<file path="config.mk">
export PLATFORM = sky130hd
export DESIGN_NAME = rr_encoder4
export DESIGN_NICKNAME = d
export VERILOG_FILES = /design/src/rtl/rr_encoder4_pkg.sv /design/src/rtl/rr_encoder4_pick4.sv /design/src/rtl/rr_encoder4.sv
export SDC_FILE = /design/constraint.sdc
export NUM_CORES = 1
export LEC_CHECK = 0
export ABC_AREA = 1
export CAP_MARGIN = 20
export CORE_AREA = 2 2 39 41
export DETAILED_ROUTE_END_ITERATION = 10
export DIE_AREA = 0 0 41 43
export DONT_BUFFER_PORTS = 1
export GPL_ROUTABILITY_DRIVEN = 0
export PLACE_DENSITY_LB_ADDON = 0.08
export RECOVER_POWER = 100
export SYNTH_ARGS = -nofsm -noshare
export SYNTH_HDL_FRONTEND = slang
export SYNTH_HIERARCHICAL = 1
export SYNTH_SLANG_ARGS = --single-unit
</file>
<file path="constraint.sdc">
create_clock -name clk -period 2.25 [get_ports clk]
set_input_delay 0.5625 -clock clk [delete_from_list [all_inputs] [get_ports clk]]
set_output_delay 0.5625 -clock clk [all_outputs]
set_load 0.005 [all_outputs]
</file>
<file path="src/rtl/rr_encoder4_pkg.sv">
// Shared types and constants for the 4-way round-robin encoder.
package rr_enc_pkg;

  localparam int unsigned N_REQ = 4;

  localparam logic [1:0] IDX_A = 2'd0;
  localparam logic [1:0] IDX_B = 2'd1;
  localparam logic [1:0] IDX_C = 2'd2;
  localparam logic [1:0] IDX_D = 2'd3;

  typedef enum logic {
    IDLE,
    GRANT
  } state_t;

  // True when two or more request bits are set.
  function automatic logic multi_req(input logic [N_REQ-1:0] r);
    return (r & (r - 1'b1)) != '0;
  endfunction

endpackage

</file>
<file path="src/rtl/rr_encoder4_pick4.sv">
// Combinational rotating-priority picker: first set request bit at or above ptr, wrapping.
module rr_pick4
  import rr_enc_pkg::*;
(
  input  logic [N_REQ-1:0] req,
  input  logic [1:0]       ptr,
  output logic             found,
  output logic [1:0]       idx
);

  logic [1:0] cand;

  // Scan offsets 0..3 from ptr; the first hit wins.
  always_comb begin
    found = 1'b0;
    idx   = ptr;
    cand  = ptr;
    for (int unsigned i = 0; i < N_REQ; i++) begin
      cand = ptr + i[1:0];
      if (!found && req[cand]) begin
        found = 1'b1;
        idx   = cand;
      end
    end
  end

endmodule

</file>
<file path="src/rtl/rr_encoder4.sv">
// Sequential 4-to-1 round-robin encoder with ack handshake.
// Optional registered collide output enabled by `RR_ENC_COLLISION_EN.
module rr_encoder4
  import rr_enc_pkg::*;
(
  input  logic       clk,
  input  logic       rst_n,
  input  logic       A,
  input  logic       B,
  input  logic       C,
  input  logic       D,
  input  logic       ack,
  output logic       en,
  output logic [1:0] sel
`ifdef RR_ENC_COLLISION_EN
  ,
  output logic       collide
`endif
);

  state_t     state, state_nxt;
  logic [1:0] ptr, ptr_nxt, sel_nxt;
  logic [1:0] pick_base, pick_idx;
  logic       found;
  logic [N_REQ-1:0] req;

  assign req = {D, C, B, A};

  // While granted, the next pick starts just past the current grant, which is
  // exactly the pointer value that will be stored on ack; this lets one picker
  // serve both the IDLE pick and the back-to-back re-pick.
  assign pick_base = (state == GRANT) ? sel + 2'd1 : ptr;

  rr_pick4 u_pick (
    .req   (req),
    .ptr   (pick_base),
    .found (found),
    .idx   (pick_idx)
  );

  // State register doubles as the registered grant-valid output.
  assign en = (state == GRANT);

  // Next-state: grant from IDLE, hold until ack, rotate and re-pick on ack.
  always_comb begin
    state_nxt = state;
    sel_nxt   = sel;
    ptr_nxt   = ptr;
    case (state)
      IDLE: begin
        if (found) begin
          state_nxt = GRANT;
          sel_nxt   = pick_idx;
        end
      end
      GRANT: begin
        if (ack) begin
          ptr_nxt = sel + 2'd1;
          if (found) begin
            sel_nxt = pick_idx;
          end else begin
            state_nxt = IDLE;
          end
        end
      end
      default: state_nxt = IDLE;
    endcase
  end

  // State, grant index and rotation pointer registers.
  always_ff @(posedge clk or negedge rst_n) begin
    if (!rst_n) begin
      state <= IDLE;
      sel   <= IDX_A;
      ptr   <= IDX_A;
    end else begin
      state <= state_nxt;
      sel   <= sel_nxt;
      ptr   <= ptr_nxt;
    end
  end

`ifdef RR_ENC_COLLISION_EN
  logic grant_new;

  assign grant_new = found && ((state == IDLE) || ack);

  // Flag contested decisions for exactly the first cycle of the new grant.
  always_ff @(posedge clk or negedge rst_n) begin
    if (!rst_n) begin
      collide <= 1'b0;
    end else begin
      collide <= grant_new && multi_req(req);
    end
  end
`endif

endmodule
</file>
==> out/qor.csv <==
metric,value,unit
crit_fanout,10,
fin_skew,0.00577,ns
antennaDiodeCount,0,
die_w,41,um
critical_path.slowest_cell,dfrtp_1,
die_y,43,um
drtAntennaViolNets,0,
r2r-start,en,
grt_max_degree,12,
syn_avg_cell_area,5.42,um2
first_global_vias,523,
slew_violations,0,
via_count,553,
setup.worst_path.end_class,flop,
multiInputGateArea,339,um2
reg2reg_depth,10,
crit_required,2.39,ns
max_freq,0.513,GHz
hold_violations,0,
ctsHoldBuffers,1,
antenna_found_initial,0,
finalNonFillerCells,118,
syn_area,520,um2
path_clk_slew,0.05,ns
firstDrtPassIters,4,
hold_end,ptr[1],
grt_pass1_wl,2.00,mm
final_core_util,42.4,%
yosysSeqAreaShare,24.0,%
layout-drive-gt1-share,10.8,%
cts_made_buffers,3,
grt-ovfl-total,0,
fp.dieArea,1760,um2
hpwl,932,um
fin_tns_setup,0,ns
start_util,37.6,%
rsz0062_at_grt,no,
status,completed,
wl_per_cell,10.2,um
grt_usage,17.0,%
netlist_instances,96,
viasPerCell,4.69,
worstHoldPathCells,2,
root_buffer,clkbuf_4,
h-tree-depth,1,
fill_cells,161,
path_cells,inv_1 > o21ai_0 > inv_1 > nand2_1 > nand2_2 > o21ai_1 > nand3b_1 > nand2_1 > nand2_1 > nand2_1,
drc,0,
clk_latency,0.26,ns
cts_buffer_depth,2,
yosysUniqueCellTypes,14,
finalCritPeriodShare,86.6,%
cts_resized,0,
dp_cells,112,
portBuffers,0,
timing.rr.end,sel[1],
holdCritStartpoint,ptr[1],
core_area,1380,um2
regArea,125,um2
finalSetupViolCount,0,
nets,110,
crit_type,reg -> reg,
cts_setup_buffers,0,
maxCapViolCount,0,
syn-num-nets,103,
r2r_slack,0.30,ns
rows,14,
synth-seq-cells,5,
min_path_type,reg -> reg,
drt_iter0_markers,7,
tightest_slew,0.318,ns
maxSlewHeadroom,78.8,%
pin_count,10,
wl,1.21,mm
slowest_delay,0.42,ns
start_kind,flop,
cts_tree,yes,
yosys_warnings,6,
cts_sinks,5,
cp-startpoint,en,
cpMostUsedCell,nand2_1,
period_needed,1.95,ns
synthToLayoutAreaGrowth,12.7,%
critPathArrivalTime,2.09,ns
layout make-up:
type                    instances  share of cell area [%]
multi-input cells              77                    57.8
well taps                      16                    3.41
inverters                      13                    8.32
repair buffers                  3                    4.69
clock buffers                   4                    4.48
flip-flops and latches          5                    21.3
critical path, delay by kind of cell, from the launching register on:
| kind | cells | cell delay, ns |
|---|---|---|
| simple gates | 6 | 0.62 |
| flops | 1 | 0.42 |
| buf+inv | 2 | 0.31 |
| compound gates | 2 | 0.48 |
cell usage after synthesis:
| master | instances | area (um2) |
|---|---|---|
| xor2_1 | 1 | 8.76 |
| nand3_1 | 10 | 50.1 |
| nand2_1 | 54 | 203 |
| a21oi_2 | 1 | 8.76 |
| inv_1 | 11 | 41.3 |
| nand4_1 | 1 | 6.26 |
| buf_4 | 1 | 7.51 |
| inv_2 | 2 | 7.51 |
| o21ai_1 | 2 | 10.0 |
| nand3b_1 | 1 | 7.51 |
| o21ai_0 | 2 | 10.0 |
| nand2_2 | 4 | 25.0 |
| dfrtp_1 | 5 | 125 |
| nand3_2 | 1 | 10.0 |
per-layer routing:
| metal | wire, um | track usage (%) |
|---|---|---|
| met4 | 43 | 12.0 |
| met5 | 0 | 0 |
| met1 | 533 | 17.8 |
| met3 | 49 | 3.14 |
| met2 | 578 | 28.1 |
placed cells by master, fill, tap and decap left out:
master,count
nand3b_1,1
nand4_1,1
o21ai_0,2
dlygate4sd3_1,2
clkbuf_4,3
inv_2,1
nand2_1,54
nand3_2,1
inv_1,12
xor2_1,1
clkbuf_1,1
dfrtp_1,5
buf_4,1
nand2_2,4
nand3_1,10
o21ai_1,2
a21oi_2,1
state kept, by name, summed over array words and instances (netlist names):
register / count
ptr: 2
sel: 2
en: 1
how the worst max path moves through the flow:
stage / to / slack (ns) / cells past startpoint
floorplan: sel[1] / 0.50 / 14
global placement: sel[0] / 0.37 / 15
detailed placement: sel[1] / 0.34 / 11
CTS: sel[1] / 0.31 / 11
global route: sel[0] / 0.06 / 10
finish: sel[1] / 0.30 / 10
through the flow:
stage	hold WS, ns	setup slack, ns	cell area (um2)
6_report	0.493	0.300	587
2_1_floorplan	0.267	0.499	520
5_1_grt	0.543	0.0595	587
3_3_place_gp	0.267	0.373	541
4_1_cts	0.00268	0.310	577
3_5_place_dp	0.267	0.336	541
cells by family after synthesis:
logic type / after synthesis / share of synthesized area (%)
buf+inv: 14 / 10.8
xor+xnor: 1 / 1.68
simple gates: 71 / 57.9
compound gates: 5 / 5.53
flops: 5 / 24.0
Power is not shown: default switching activity piles up to over one toggle a cycle in this logic, so the estimate is an artifact.
